--- src/rtl/command_initiator.sv ---
// Purpose  : UART command master. Sends a command/address(/data) frame to a
//            responder, then collects reply bytes until the line goes quiet.
// Latency  : o_busy one cycle after an accepted i_start; o_done RESP_TIMEOUT
//            cycles after the last stop bit (or after the last reply byte).
// Backpres.: none; i_start is only honoured in IDLE and dropped otherwise.
//
// Ports:
//   sys_clk, sw_0       clock, asynchronous active-low reset
//   i_start             one-cycle request; i_command/i_address/i_data latched
//   i_rx / o_tx         8N1 serial from / to the responder
//   o_busy, o_done      transaction in flight / one-cycle completion pulse
//   o_status            00 write ok, 01 read data, 10 device error, 11 protocol
//   o_error_code        low two bits of a device error byte
//   o_rdata             last word returned by a successful read
module command_initiator #(
  parameter int CLKS_PER_BIT = 868,
  parameter int RESP_TIMEOUT = 200000
) (
  input  logic        sys_clk,
  input  logic        sw_0,
  input  logic        i_start,
  input  logic [7:0]  i_command,
  input  logic [14:0] i_address,
  input  logic [31:0] i_data,
  input  logic        i_rx,
  output logic        o_tx,
  output logic        o_busy,
  output logic        o_done,
  output logic [1:0]  o_status,
  output logic [1:0]  o_error_code,
  output logic [31:0] o_rdata
);

  localparam int CW = (CLKS_PER_BIT > 1) ? $clog2(CLKS_PER_BIT) : 1;
  localparam int TW = $clog2(RESP_TIMEOUT + 1);
  localparam logic [CW-1:0] BIT_LAST  = CW'(CLKS_PER_BIT - 1);
  localparam logic [CW-1:0] HALF_LAST = CW'(CLKS_PER_BIT / 2 - 1);
  localparam logic [TW-1:0] TMO_LOAD  = TW'(RESP_TIMEOUT);

  typedef enum logic [1:0] {
    S_IDLE    = 2'd0,
    S_TX_BYTE = 2'd1,
    S_RESP    = 2'd2,
    S_DONE    = 2'd3
  } state_t;

  state_t r_state;
  state_t w_state_nxt;

  // Latched request
  logic [7:0]  r_cmd;
  logic [14:0] r_addr;
  logic [31:0] r_data;

  // Transmitter
  logic [CW-1:0] r_tx_clk;
  logic [3:0]    r_tx_bit;   // 0 start, 1..8 data, 9 stop
  logic [2:0]    r_tx_byte;
  logic [2:0]    w_last_byte;
  logic [7:0]    w_frame_byte;
  logic [3:0]    w_bit_m1;
  logic          w_tx_bit;
  logic          w_tx_bit_end;
  logic          w_tx_frame_end;

  // Receiver
  logic          r_rx_s1, r_rx_s2, r_rx_s3;
  logic          r_rx_active;
  logic [CW-1:0] r_rx_cnt;
  logic [3:0]    r_rx_bitn;
  logic [7:0]    r_rx_sh;
  logic          r_rx_vld;
  logic [7:0]    r_rx_dat;

  // Response collection
  logic [TW-1:0] r_tmo;
  logic [2:0]    r_byte_cnt;
  logic [31:0]   r_shift;
  logic          w_tmo_expire;
  logic          w_accept;
  logic          w_err_byte;

  // Results
  logic [1:0]  r_status;
  logic [1:0]  r_err;
  logic [31:0] r_rdata;

  assign w_accept       = (r_state == S_IDLE) && i_start;
  assign w_last_byte    = (r_cmd == 8'h00) ? 3'd6 : 3'd2;
  assign w_tx_bit_end   = (r_tx_clk == BIT_LAST);
  assign w_tx_frame_end = (r_state == S_TX_BYTE) && w_tx_bit_end &&
                          (r_tx_bit == 4'd9) && (r_tx_byte == w_last_byte);
  // A byte landing in the same cycle reloads the window instead of closing it.
  assign w_tmo_expire   = (r_state == S_RESP) && !r_rx_vld && (r_tmo <= TW'(1));
  assign w_err_byte     = (r_shift[7:0] >= 8'h01) && (r_shift[7:0] <= 8'h03);

  // ---------------------------------------------------------------- FSM
  always_ff @(posedge sys_clk or negedge sw_0) begin
    if (!sw_0) r_state <= S_IDLE;
    else       r_state <= w_state_nxt;
  end

  always_comb begin
    w_state_nxt = r_state;
    unique case (r_state)
      S_IDLE:    if (w_accept)       w_state_nxt = S_TX_BYTE;
      S_TX_BYTE: if (w_tx_frame_end) w_state_nxt = S_RESP;
      S_RESP:    if (w_tmo_expire)   w_state_nxt = S_DONE;
      S_DONE:                        w_state_nxt = S_IDLE;
      default:                       w_state_nxt = S_IDLE;
    endcase
  end

  assign o_busy = (r_state == S_TX_BYTE) || (r_state == S_RESP);
  assign o_done = (r_state == S_DONE);

  // ---------------------------------------------------------------- request latch
  always_ff @(posedge sys_clk or negedge sw_0) begin
    if (!sw_0) begin
      r_cmd  <= '0;
      r_addr <= '0;
      r_data <= '0;
    end else if (w_accept) begin
      r_cmd  <= i_command;
      r_addr <= i_address;
      r_data <= i_data;
    end
  end

  // ---------------------------------------------------------------- transmitter
  always_comb begin
    w_frame_byte = 8'h00;
    unique case (r_tx_byte)
      3'd0:    w_frame_byte = r_cmd;
      3'd1:    w_frame_byte = {1'b0, r_addr[14:8]};
      3'd2:    w_frame_byte = r_addr[7:0];
      3'd3:    w_frame_byte = r_data[31:24];
      3'd4:    w_frame_byte = r_data[23:16];
      3'd5:    w_frame_byte = r_data[15:8];
      3'd6:    w_frame_byte = r_data[7:0];
      default: w_frame_byte = 8'h00;
    endcase
  end

  assign w_bit_m1 = r_tx_bit - 4'd1;

  always_comb begin
    w_tx_bit = 1'b1;
    if (r_state == S_TX_BYTE) begin
      if (r_tx_bit == 4'd0)      w_tx_bit = 1'b0;
      else if (r_tx_bit == 4'd9) w_tx_bit = 1'b1;
      else                       w_tx_bit = w_frame_byte[w_bit_m1[2:0]];
    end
  end

  // Decoded straight from state so reset forces the line high immediately.
  assign o_tx = w_tx_bit;

  always_ff @(posedge sys_clk or negedge sw_0) begin
    if (!sw_0) begin
      r_tx_clk  <= '0;
      r_tx_bit  <= '0;
      r_tx_byte <= '0;
    end else if (w_accept) begin
      r_tx_clk  <= '0;
      r_tx_bit  <= '0;
      r_tx_byte <= '0;
    end else if (r_state == S_TX_BYTE) begin
      if (w_tx_bit_end) begin
        r_tx_clk <= '0;
        if (r_tx_bit == 4'd9) begin
          r_tx_bit  <= '0;
          r_tx_byte <= r_tx_byte + 3'd1;
        end else begin
          r_tx_bit <= r_tx_bit + 4'd1;
        end
      end else begin
        r_tx_clk <= r_tx_clk + CW'(1);
      end
    end
  end

  // ---------------------------------------------------------------- receiver
  // s1/s2 form the synchroniser; s3 only remembers the previous level for
  // falling-edge detection.
  always_ff @(posedge sys_clk or negedge sw_0) begin
    if (!sw_0) begin
      r_rx_s1 <= 1'b1;
      r_rx_s2 <= 1'b1;
      r_rx_s3 <= 1'b1;
    end else begin
      r_rx_s1 <= i_rx;
      r_rx_s2 <= r_rx_s1;
      r_rx_s3 <= r_rx_s2;
    end
  end

  always_ff @(posedge sys_clk or negedge sw_0) begin
    if (!sw_0) begin
      r_rx_active <= 1'b0;
      r_rx_cnt    <= '0;
      r_rx_bitn   <= '0;
      r_rx_sh     <= '0;
      r_rx_vld    <= 1'b0;
      r_rx_dat    <= '0;
    end else begin
      r_rx_vld <= 1'b0;
      if (r_rx_active) begin
        if (r_rx_cnt == '0) begin
          r_rx_cnt <= BIT_LAST;
          if (r_rx_bitn == 4'd0) begin
            // Line back high at the start-bit centre: a glitch, not a byte.
            if (r_rx_s2) r_rx_active <= 1'b0;
            else         r_rx_bitn   <= 4'd1;
          end else if (r_rx_bitn <= 4'd8) begin
            r_rx_sh   <= {r_rx_s2, r_rx_sh[7:1]};
            r_rx_bitn <= r_rx_bitn + 4'd1;
          end else begin
            // Stop-bit centre: return to hunting so back-to-back bytes work.
            r_rx_active <= 1'b0;
            if (r_rx_s2) begin
              r_rx_vld <= 1'b1;
              r_rx_dat <= r_rx_sh;
            end
          end
        end else begin
          r_rx_cnt <= r_rx_cnt - CW'(1);
        end
      end else if (r_rx_s3 && !r_rx_s2) begin
        r_rx_active <= 1'b1;
        r_rx_cnt    <= HALF_LAST;
        r_rx_bitn   <= '0;
      end
    end
  end

  // ---------------------------------------------------------------- response window
  always_ff @(posedge sys_clk or negedge sw_0) begin
    if (!sw_0) begin
      r_tmo      <= '0;
      r_byte_cnt <= '0;
      r_shift    <= '0;
    end else if (w_tx_frame_end) begin
      r_tmo      <= TMO_LOAD;
      r_byte_cnt <= '0;
      r_shift    <= '0;
    end else if (r_state == S_RESP) begin
      if (r_rx_vld) begin
        r_shift    <= {r_shift[23:0], r_rx_dat};
        r_byte_cnt <= (r_byte_cnt == 3'd5) ? 3'd5 : r_byte_cnt + 3'd1;
        r_tmo      <= TMO_LOAD;
      end else if (r_tmo != '0) begin
        r_tmo <= r_tmo - TW'(1);
      end
    end
  end

  // ---------------------------------------------------------------- result
  always_ff @(posedge sys_clk or negedge sw_0) begin
    if (!sw_0) begin
      r_status <= 2'b00;
      r_err    <= 2'b00;
      r_rdata  <= '0;
    end else if (w_tmo_expire) begin
      if (r_byte_cnt == 3'd0 && r_cmd == 8'h00) begin
        r_status <= 2'b00;
      end else if (r_byte_cnt == 3'd4 && r_cmd == 8'h01) begin
        r_status <= 2'b01;
        r_rdata  <= r_shift;
      end else if (r_byte_cnt == 3'd1 && w_err_byte) begin
        r_status <= 2'b10;
        r_err    <= r_shift[1:0];
      end else begin
        r_status <= 2'b11;
      end
    end
  end

  assign o_status     = r_status;
  assign o_error_code = r_err;
  assign o_rdata      = r_rdata;

endmodule

--- config.mk ---
export PLATFORM = sky130hd
export DESIGN_NAME = command_initiator
export DESIGN_NICKNAME = d
export VERILOG_FILES = /design/src/rtl/command_initiator.sv
export SDC_FILE = /design/constraint.sdc
export NUM_CORES = 1
export LEC_CHECK = 0
export CORE_MARGIN = 1
export CORE_UTILIZATION = 50
export DETAILED_ROUTE_END_ITERATION = 8
export PLACE_DENSITY = 0.82
export SYNTH_ARGS = -nofsm -noshare
export SYNTH_HDL_FRONTEND = slang
export SYNTH_SLANG_ARGS = --single-unit
--- constraint.sdc ---
create_clock -name sys_clk -period 2.6 [get_ports sys_clk]
set_input_delay 0.26 -clock sys_clk [delete_from_list [all_inputs] [get_ports sys_clk]]
set_output_delay 0.26 -clock sys_clk [all_outputs]
set_load 0.05 [all_outputs]
==> flow_summary.yaml <==
detailed_routing:
  drt-total-wl_um: 21160
  drtAntennaViolNets: 0
  wl_per_cell_um: 16.19
  dr.pass1.iters: 6
  drcViolationCount: 0
  vias_per_cell: 5.686
  drt-initial-drc-count: 597
  vias: 7431
yosys:
  synthArstFlopShare_pct: 100.0
  synth_cell_type_count: 65
  synth.net_count: 1031
  ys_ff_latch: 198
  synthMuxAreaShare_pct: 10.50
  synth-compound-area-share_pct: 7.519
  synth_edf_count: 0
  ys_warn_count: 0
  yosys.area_share.simple_pct: 22.75
  synth_xor_area_share_pct: 0.9185
  synthAdderAreaFrac_pct: 2.624
  synth_largest_area_cell: "dfrtp_1"
  synth.top_cell.area_share_pct: 51.17
  netlist_instances: 952
  seq_area_frac_synth_pct: 52.00
  synthTopCellsByArea: "dfrtp_1, nand2_1, nand3_1, mux2_4, mux2_2"
  avgSynthCellArea_sq_um: 10.02
  synth-main-ff-cell: "dfrtp_1"
  synth_top_family_by_area: "simple AND/OR/NAND/NOR gates"
  syn-cell-area_sq_mm: 0.009535
run_status:
  violations: "setup timing"
  run_status: "complete, but fails checks"
placed_design:
  io_buffers: 97
  place_congestion: 0.8718
  place_area_sq_mm: 0.01095
  place_hpwl_um: 13940
  dpl.cell_count: 1271
pwr:
  ir_drop_uv: 469.0
  switching_share_pct: 26.09
  switchingPower_mw: 1.659
  intPower_mw: 4.699
  p_leak_nw: 5.841
  p_seq_share_pct: 51.8
  pwr-share-comb_pct: 6.8
  p_per_area_mw_per_mm2: 542.6
  power.total_mw: 6.358
  clock_power_share_pct: 41.4
global_route:
  track_usage_pct: 22.68
  grt_pass1_wl_um: 35720
  grt_start_max_net_pins: 77
  gr-total-overflow: 0
  grt_pass1_vias: 7263
  antenna_found_initial: 0
cts:
  numCtsBuffers: 17
  clock-sinks: 198
  cts_tree: "yes"
  root_buffer: "clkbuf_16"
  clkLatencyLatePin_ns: 0.44
  clockBufferDepth: 2
  ctsHtreeMaxLevel: 4
  cts.reportedPaths.clkPinSlew_ns: 0.07
floorplan:
  dieArea_sq_mm: 0.01963
  num_rows: 50
  initial_core_util_pct: 50.98
  dieWidth_um: 140.1
  die_h_um: 140.1
  core-area_sq_mm: 0.01871
  io_pins: 98
sta:
  worstMarginPinSlew_ns: 0.6000
  finalCritPeriodShare_pct: 103.8
  rsz0062_at_grt: "yes"
  setup_viol: 1
  clock.fmax_mhz: 370.4
  period_minus_slack_ns: 2.700
  slew_violations: 0
  fin_ws_ns: -0.09962
  fin_skew_ns: 0.009681
  relSlewSlack_pct: 60.00
  hold_viol_final: 0
final_layout:
  nFillCells: 1420
  insertedDiodeCount: 0
  nNetsFinal: 1139
  syn_to_final_growth_pct: 22.90
  layout_common_cells: "nand2_1, dfrtp_1, clkdlybuf4s50_1"
  final_cells: 1307
  drive_above_1_share_pct: 16.40
  stdcell_area_sq_mm: 0.01172
  final_common_cell: "nand2_1"
critical_path:
  worstPathArrival_ns: 2.44
  path_class: "reg2out"
  cp_max_fo: 8
  worstSetupStartpointType: "flop"
  cp-end-kind: "primary output"
  required_ns: 2.34
  ff2ff_setup_slack_ns: 0.08
flow_run:
  drv_cap: 0
hold_path:
  hold_path_class: "in2reg"
per-layer routing:
metal  routed length (um)  track usage [%]
met5                    0                0
met1                 9382            30.59
met2                10240            36.66
met4                  529            8.444
met3                 1005            4.137
cells by family after synthesis:
kind of cell | count (synthesis)
and+or+nand+nor | 464
xor gates and xnor gates | 10
DFF | 198
muxes | 81
adders and majority gates | 20
AOI/OAI and AO/OA | 104
buffers and inverters | 75
critical path: stages, from the launching register on:
cell	delay [ns]
dfrtp_2	0.44
inv_4	0.07
ha_4	0.17
buf_4	0.17
a222oi_1	0.34
a21oi_1	0.13
a211o_1	0.28
o211ai_1	0.10
a22oi_2	0.13
buf_6	0.17
cell usage after synthesis, drive strengths merged (2+ instances only):
| cell | n |
|---|---|
| nand2 | 237 |
| dfrtp | 195 |
| nand3 | 93 |
| mux2 | 62 |
| nor2 | 37 |
| clkbuf | 30 |
| buf | 24 |
| a21oi | 23 |
| inv | 21 |
| ha | 20 |
| mux2i | 19 |
| nor3 | 15 |
| nor4 | 15 |
| o21ai | 15 |
| or3 | 15 |
| o31ai | 10 |
| or4 | 10 |
| and3 | 8 |
| nand2b | 8 |
| nand4 | 7 |
| xnor2 | 7 |
| a221oi | 6 |
| a22oi | 6 |
| o211ai | 6 |
| a211oi | 5 |
| a21boi | 4 |
| a31oi | 4 |
| o22ai | 4 |
| a211o | 3 |
| a222oi | 3 |
| a311oi | 3 |
| dfstp | 3 |
| nand3b | 3 |
| nor3b | 3 |
| o41ai | 3 |
| xor2 | 3 |
| a221o | 2 |
| and2 | 2 |
| and4 | 2 |
| nand4b | 2 |
| nor2b | 2 |
| nor4b | 2 |
| or2 | 2 |
power by group through the flow:
stage | clock network (mW) | registers, mW | logic [mW]
2_1_floorplan | 0 | 3.32 | 0.224
3_3_place_gp | 0 | 3.34 | 0.420
3_5_place_dp | 0 | 3.35 | 0.438
4_1_cts | 2.67 | 3.29 | 0.442
5_1_grt | 2.80 | 3.31 | 0.510
6_report | 2.63 | 3.29 | 0.435
flip-flops by register name, summed over array words and instances, names as in the netlist, 10 cells and up:
register  flops
r_data       32
o_rdata      32
r_tx_clk     10
r_shift      32
r_tmo        18
r_addr       15
r_rx_cnt     10
area by class of cell:
type	count	area (sq um)	share of cell area [%]
Clock inverter	15	182.7	1.559
Timing Repair Buffer	143	1435	12.25
Sequential cell	198	4964	42.36
Multi-Input combinational cell	679	4335	37.00
Inverter	21	83.83	0.7154
Tap cell	234	292.8	2.498
Clock buffer	17	425.4	3.630
timing repair:
action,CTS,global route
endpoints found under the hold margin,69,0
buffers inserted,1,2
hold buffers,1,0
pin swaps,2,8
cloned,0,0
endpoints found under the setup margin,1,6
gates resized for setup,10,17
final timing paths:
kind | endpoint | cells after the start | startpoint
worst min-delay path | r_rx_s1$_DFF_PN1_ | 1 | i_rx
min in group asynchronous | r_addr[2]$_DFFE_PN0P_ | 2 | sw_0
worst max register to register | o_rdata[8]$_DFFE_PN0P_ | 5 | r_cmd[5]$_DFFE_PN0P_
max in group asynchronous | o_rdata[8]$_DFFE_PN0P_ | 3 | sw_0
worst max-delay path | o_tx | 9 | r_tx_byte[0]$_DFFE_PN0P_
worst min register to register | r_rx_s2$_DFF_PN1_ | 0 | r_rx_s1$_DFF_PN1_
metrics by stage:
step / util [%] / setup WS (ns) / hold slack, ns / TNS (ns)
2_1_floorplan: - / 0.1930 / -0.03559 / 0
3_3_place_gp: 58.56 / 0.1329 / 0.3142 / 0
3_5_place_dp: 58.56 / 0.1008 / 0.3213 / 0
4_1_cts: 62.10 / -0.08988 / 0.2077 / -0.08988
5_1_grt: 62.65 / -0.2091 / 0.2185 / -0.2091
6_report: 62.65 / -0.09962 / 0.2188 / -0.09962
(Power assumes the default switching activity.)
==> variant, RTL diff (same settings) <==
Put a register stage on the outputs `o_tx`, `o_busy` and `o_done`, without a reset. The values now appear one clock later. The other outputs are not delayed to match. Comments in the files are not updated.
--- a/src/rtl/command_initiator.sv
+++ b/src/rtl/command_initiator.sv
@@ -111,8 +111,11 @@
     endcase
   end
 
-  assign o_busy = (r_state == S_TX_BYTE) || (r_state == S_RESP);
-  assign o_done = (r_state == S_DONE);
+  always_ff @(posedge sys_clk) begin
+    o_tx   <= w_tx_bit;
+    o_busy <= (r_state == S_TX_BYTE) || (r_state == S_RESP);
+    o_done <= (r_state == S_DONE);
+  end
 
   // ---------------------------------------------------------------- request latch
   always_ff @(posedge sys_clk or negedge sw_0) begin
@@ -154,7 +157,6 @@
   end
 
   // Decoded straight from state so reset forces the line high immediately.
-  assign o_tx = w_tx_bit;
 
   always_ff @(posedge sys_clk or negedge sw_0) begin
     if (!sw_0) begin
Formal check against the unedited RTL: not equivalent (Yosys sat finds a counterexample within 4 cycles, from zero or initial values).
==> variant against the unedited design <==
- wire length shrank 1.1%
- clock skew down 0.0020 ns
- sequential cell count up 3
- total power increased by 6.1%
- worst setup slack better by 0.21 ns
- synthesized area fell by 0.21%
- global-route usage down 0.62 points
- first-iteration DRC count down 6.0%
- design area decreased by 0.83%
- critical path type is now register to register
- largest cell class unchanged
- largest power group unchanged
==> variant: results (changes against the unedited design) <==
** GRT
- The number of global-route vias before repair was 7298 (was 7263).

** Placed design
- Post-detail-place hpwl :: 14100 um (was 13900 um)
- GPL Wtd Cong :: 0.902 (was 0.872)
- The instance area at placement came to 10900 um2 (was 11000 um2).

** Drt
- The number of vias in the routed layout came to 7424 (was 7431).
- 1st-iter DRT viols :: 561 (was 597)
- The routed wire length came to 20900 um (was 21200 um).

** Outcome
- Status: finished clean (was finished with violations).

** Clock tree
- The number of buffers created by CTS came to 22 (was 17).
- The maximum level of the CTS H-tree came to 1 (was 4).
- The buffer depth of the longest clock path came to 3 (was 2).
- The number of buffers inserted to repair setup after CTS is 0 (was 1).

** Synthesis
- Fraction of registers with async set/reset :: 98.5% (was 100%)
- Synth top cells by count: sky130_fd_sc_hd__nand2_1 (251), sky130_fd_sc_hd__dfrtp_1 (195), sky130_fd_sc_hd__nand3_1 (77), sky130_fd_sc_hd__clkbuf_1 (43) (was sky130_fd_sc_hd__nand2_1 (236), sky130_fd_sc_hd__dfrtp_1 (195), sky130_fd_sc_hd__nand3_1 (93), sky130_fd_sc_hd__nor2_1 (37), sky130_fd_sc_hd__mux2_2 (32)).
- Post-synthesis net count :: 1032 (was 1031)
- Share of the yosys chip area belonging to registers :: 52.7% (was 52.0%)
- Top area cells in the synthesized netlist: sky130_fd_sc_hd__dfrtp_1 (51%), sky130_fd_sc_hd__nand2_1 (9.9%), sky130_fd_sc_hd__mux2_4 (4.7%), sky130_fd_sc_hd__nand3_1 (4.0%), sky130_fd_sc_hd__mux2_2 (3.3%) (was sky130_fd_sc_hd__dfrtp_1 (51%), sky130_fd_sc_hd__nand2_1 (9.3%), sky130_fd_sc_hd__nand3_1 (4.9%), sky130_fd_sc_hd__mux2_4 (4.7%), sky130_fd_sc_hd__mux2_2 (3.8%)).
- Post-Syn Instances :: 953 (was 952)

** Worst setup path
- Top Family by Delay on Critical Path :: simple AND/OR/NAND/NOR gates (was compound AO/OA/AOI/OAI gates)
- Register-to-register setup slack :: 0.11 ns (was 0.08 ns)
- The count of cells along the worst register-to-register path came to 7 (was 5).
- Arrival time worst endpoint :: 2.93 ns (was 2.44 ns)
- Slowest stage cell on the critical path :: sky130_fd_sc_hd__or4_1 (was sky130_fd_sc_hd__dfrtp_2)
- Largest stage delay, worst path :: 0.59 ns (was 0.44 ns)
- Crit-path max FO :: 21 (was 8)

** Cells and area
- The fraction of final layout cells with drive strength greater than 1 came to 14.1% (was 16.4%).

** Timing
- The worst-case clock skew is 0.00768 ns (was 0.00968 ns).
- The worst-case headroom to the max-slew limit came to 51.7% (was 60.0%).
- The final critical-path share of the clock period is 95.9% (was 104%).

** Pwr
- The standby leakage power came to 5.79 nW (was 5.84 nW).
- Worst VDD drop :: 0.402 mV (was 0.469 mV)
variant: cell types whose count changed after synthesis, sizes merged, moves of 8 or more:
cell	change
clkbuf	+13
nand3	-15
nor3	+8
o21ai	+17
buf	-15
nor4	-9
nand2	+14
variant: per-layer routing:
metal / routed length (um) / track usage, % / vias up / part of all wire, %
met2: 10000 / 35.9 / 250 / 48
met3: 1140 / 3.04 / 40 / 5.5
met5: 0 / 0 / - / 0
met4: 493 / 6.82 / 0 / 2.4
li1: - / - / 3541 / -
met1: 9260 / 30.8 / 3593 / 44
variant: power breakdown:
group	leakage (nW)	internal [mW]	total [mW]	switching, mW
sequential	2.68	3.21	3.31	0.0935
clock	0.356	1.83	3.06	1.23
combinational	2.75	0.193	0.380	0.187
variant: worst min-delay path by stage:
stage | slack, ns | end
after floorplan | -0.04 | o_error_code[0]$_DFFE_PN0P_
after global placement | 0.36 | r_tx_clk[1]$_DFFE_PN0P_
after detailed placement | 0.36 | r_tx_clk[0]$_DFFE_PN0P_
after CTS | 0.16 | r_rx_s1$_DFF_PN1_
after global routing | 0.16 | r_rx_s1$_DFF_PN1_
final | 0.16 | r_rx_s1$_DFF_PN1_
variant: kinds of logic (layout without fill, tap and decap cells):
logic type	after synthesis	after routing	share of synthesized area [%]
mux	70	70	9.31
simple gates	451	451	21.9
compound gates	124	124	8.85
flops	201	201	52.7
fa+ha+maj	20	20	2.63
xor+xnor	10	10	0.920
buf+inv	77	202	3.67
variant: final cells by class:
type	count	area (um2)
Clock buffer	32	649
Clock inverter	8	67.6
Fill cell	1414	7080
Inverter	25	93.8
Multi-Input combinational cell	675	4180
Sequential cell	201	5020
Tap cell	234	293
Timing Repair Buffer	137	1320
variant: repair_timing:
item,CTS,global route
gates resized for setup,0,6
setup endpoints to repair,0,54
hold endpoints to repair,81,0
hold buffers,1,0
